`src/rtl/gray_ptr_sync_decoder.sv`:
```
// gray_ptr_sync_decoder: synchronizes a foreign-domain Gray pointer, decodes it to binary,
// and reports the modulo advance since the previous decoded value.
module gray_ptr_sync_decoder #(
    parameter int WIDTH       = 4,
    parameter int SYNC_STAGES = 2
) (
    input  logic             clk,
    input  logic             rst_n,
    input  logic [WIDTH-1:0] gray_in,
    output logic [WIDTH-1:0] gray_sync,
    output logic [WIDTH-1:0] bin_out,
    output logic [WIDTH-1:0] delta,
    output logic             changed
);
    logic [WIDTH-1:0] s [SYNC_STAGES];
    logic [WIDTH-1:0] dec;
    always_ff @(posedge clk or negedge rst_n) begin
        if (!rst_n) begin
            for (int k = 0; k < SYNC_STAGES; k++) s[k] <= '0;
        end else begin
            s[0] <= gray_in;
            for (int k = 1; k < SYNC_STAGES; k++) s[k] <= s[k-1];
        end
    end
    assign gray_sync = s[SYNC_STAGES-1];
    for (genvar i = 0; i < WIDTH; i++) begin : g_dec
        assign dec[i] = ^gray_sync[WIDTH-1:i];
    end
    always_ff @(posedge clk or negedge rst_n) begin
        if (!rst_n) begin
            bin_out <= '0;
            delta   <= '0;
            changed <= 1'b0;
        end else begin
            bin_out <= dec;
            changed <= dec != bin_out;
            if (dec != bin_out) delta <= dec - bin_out;
        end
    end
endmodule

```
`config.mk`:
```
export PLATFORM = sky130hd
export DESIGN_NAME = gray_ptr_sync_decoder
export DESIGN_NICKNAME = d
export VERILOG_FILES = /design/src/rtl/gray_ptr_sync_decoder.sv
export SDC_FILE = /design/constraint.sdc
export NUM_CORES = 1
export LEC_CHECK = 0
export ABC_AREA = 1
export CORE_MARGIN = 3
export CORE_UTILIZATION = 40
export CTS_BUF_LIST = sky130_fd_sc_hd__clkbuf_4 sky130_fd_sc_hd__clkbuf_8 sky130_fd_sc_hd__clkbuf_16
export DETAILED_ROUTE_END_ITERATION = 12
export HOLD_SLACK_MARGIN = 0.15
export PLACE_DENSITY_LB_ADDON = 0.25
export SYNTH_ARGS = -nofsm -noshare
export SYNTH_HDL_FRONTEND = slang
export SYNTH_SLANG_ARGS = --single-unit
```
`constraint.sdc`:
```
create_clock -name clk -period 2.4 [get_ports clk]
set_input_delay 0.24 -clock clk [delete_from_list [all_inputs] [get_ports clk]]
set_output_delay 0.24 -clock clk [all_outputs]
set_load 0.1 [all_outputs]
```
==> reports/results.tsv <==
metric	value	unit
hpwl dp	891	um
CP arrival	2.15	ns
most numerous cell in the Yosys netlist	nand2_1	
Final Skew	0.00409	ns
area fraction in compound gates after synthesis	0.00675	
post-synthesis mux area share	0	
post-cts sizing count	0	
Nets	106	
fmax	509	MHz
vias per cell	4.30	
Overflow after GRT	0	
Sink Count	17	
Synth Area per Inst	9.64	um^2
critical path launch point type	register	
CP endpoint kind	register	
FF-to-FF setup slack	0.43	ns
P_leak	0.000488	uW
drt drc	0	
status	finished, final reports clean	
Synth top area share	0.573	
cts bufs inserted	3	
Post-CTS Hold Fix Bufs	0	
final setup fails	0	
dpl ws	0.421	ns
worst skew pair latency	0.29	ns
area leader, netlist	dfrtp_1	
Final Wtd Congestion	0.786	
top post-synthesis cells by count	22 x nand2_1, 17 x dfrtp_1, 13 x inv_1	
setup ws final	0.434	ns
Synth area leaders	dfrtp_1 57%, nand2_1 11%, inv_1 6.6%, ha_1 5.1%, nand3_1 4.0%	
Cell Area, Synth	742	um^2
io pins	19	
RSZ-0062 raised after global routing	false	
max_cap viols	0	
Clock Tree Root	clkbuf_4	
CP endpoint	delta[2]$_DFFE_PN0N_	
number of global-route vias before repair	466	
Hold WC Path Type	reg2reg	
Power Dens Cells	1060	mW/mm^2
# fillers	155	
die height	49.1	um
total routed wirelength	1.12	mm
adder and majority gate portion of the synthesized area	0.0776	
final setup TNS	0	ns
Final Max Tran Viols	0	
number of synthesized flops with an enable pin	0	
crit path from	gray_sync[3]$_DFF_PN0_	
PortBufs	18	
number of DRC markers in iteration 0	3	
reg2reg start	gray_sync[3]$_DFF_PN0_	
largest net degree at the start of global routing	18	
R2R Path End	delta[2]$_DFFE_PN0N_	
Synth Warn #	0	
Starting Density	0.455	
Peak VDD IR	0.000591	V
area grow syn2layout	23.6	%
register area share after synthesis	0.573	
first-pass iteration count of the detailed router	4	
layout cells sized above 1	0.211	
setup bufs post-CTS	0	
Syn Nets	87	
Hold Violations, Final	0	
ys flop type	dfrtp_1	
Row Count	14	
routed len/inst	9.39	um
Final Cycle Share	0.819	
initial antenna violation count	0	
global-route wire length before repair	2.02	mm
core area	0.00163	mm^2
Die W	49.1	um
Post-Syn Instances	77	
clock-pin slew on the worst setup and hold paths	0.10	ns
vias	512	
Longest Clk Path Bufs	2	
Antenna diodes	0	
Synth Area in Simple Gates	0.196	
fin util	0.563	
Req. time, crit path	2.59	ns
WHS Path Cells	0	
crit path kind	reg2reg	
critical-path maximum fanout	6	
largest family of logic cells by synthesized area	simple AND/OR/NAND/NOR gates	
final antenna-violating net count	0	
worst slew pin tran	0.723	ns
Total GRT Usage	0.110	
Rel. slew slack	0.516	
H-tree depth	1	
reg2reg path depth	11	
flops & latches, synth	17	
die area	0.00241	mm^2
Synth async-reset ratio	1.00	
post-synth cell types	14	
minimum clock period	1.97	ns
CTS tree	yes	
Synth Area in XOR/XNOR	0.0354	
## stage by stage
step | hold WS [ns] | cell area, um^2 | std cells | total power (uW)
after global routing | 0.372 | 917 | 119 | 1020
after detailed placement | 0.336 | 890 | 115 | 830
final | 0.354 | 917 | 119 | 971
after CTS | 0.359 | 917 | 119 | 982
after global placement | 0.331 | 890 | 115 | 827
after floorplan | -0.0556 | 742 | 77 | 735
## worst min path at each step
| stage | to | slack (ns) | startpoint |
|---|---|---|---|
| final | gray_sync[0]$_DFF_PN0_ | 0.35 | s[4]$_DFF_PN0_ |
| after global routing | s[6]$_DFF_PN0_ | 0.37 | gray_in[2] |
| after CTS | gray_sync[0]$_DFF_PN0_ | 0.36 | s[4]$_DFF_PN0_ |
| after detailed placement | gray_sync[0]$_DFF_PN0_ | 0.34 | s[4]$_DFF_PN0_ |
| after global placement | gray_sync[0]$_DFF_PN0_ | 0.33 | s[4]$_DFF_PN0_ |
| after floorplan | bin_out[0]$_DFF_PN0_ | -0.06 | rst_n |
## final cells by class
cell class | instances | area (um^2) | area share
Sequential cell | 17 | 425 | 0.464
Tap cell | 24 | 30.0 | 0.0327
Timing Repair Buffer | 18 | 148 | 0.161
Clock inverter | 1 | 5.00 | 0.00546
Multi-Input combinational cell | 42 | 234 | 0.255
Inverter | 14 | 52.6 | 0.0573
Clock buffer | 3 | 22.5 | 0.0246
## where the power goes
part / switching (uW) / internal [uW] / total (uW)
Clock: 88.7 / 61.9 / 151
Combinational: 372 / 98.7 / 471
Sequential: 22.3 / 327 / 349
Total: 483 / 487 / 971
## cells in the final DEF (no fill, tap or decap)
cell type,count
nand3_1,6
dfrtp_1,17
inv_1,13
xnor2_1,2
clkbuf_4,3
buf_4,13
nand2_1,22
xor2_1,1
inv_2,1
fa_1,1
nor2_4,1
ha_1,3
clkinv_2,1
nand2_2,1
a21oi_1,1
nor2_1,4
clkdlybuf4s50_1,5
## registers in the layout, indices dropped and copies added (netlist names)
signal     flops
bin_out        4
changed        1
delta          4
gray_sync      4
s              4
## cells by family after synthesis
family                   count (synthesis)
AO/OA/AOI/OAI                            1
XOR/XNOR                                 3
adder cells (fa/ha/maj)                  4
buffers and inverters                   18
flip-flops                              17
AND/OR/NAND/NOR                         34
## metal layers
metal	vias up	part of all wire	global-route usage
li1	262	-	-
met1	234	0.45	0.130
met2	12	0.48	0.181
met3	4	0.052	0.0183
met4	0	0.022	0.0711
met5	-	0	0
## worst max-delay path, stage by stage (launching register included)
cell     delay [ns]
dfrtp_1        0.45
xnor2_1        0.25
inv_1          0.12
nand2_1        0.07
nand2_1        0.06
inv_1          0.05
ha_1           0.15
inv_1          0.07
fa_1           0.37
xor2_1         0.15
nand2_1        0.06
nand2_1        0.05
Note: power is estimated with default switching activity, not from simulation.
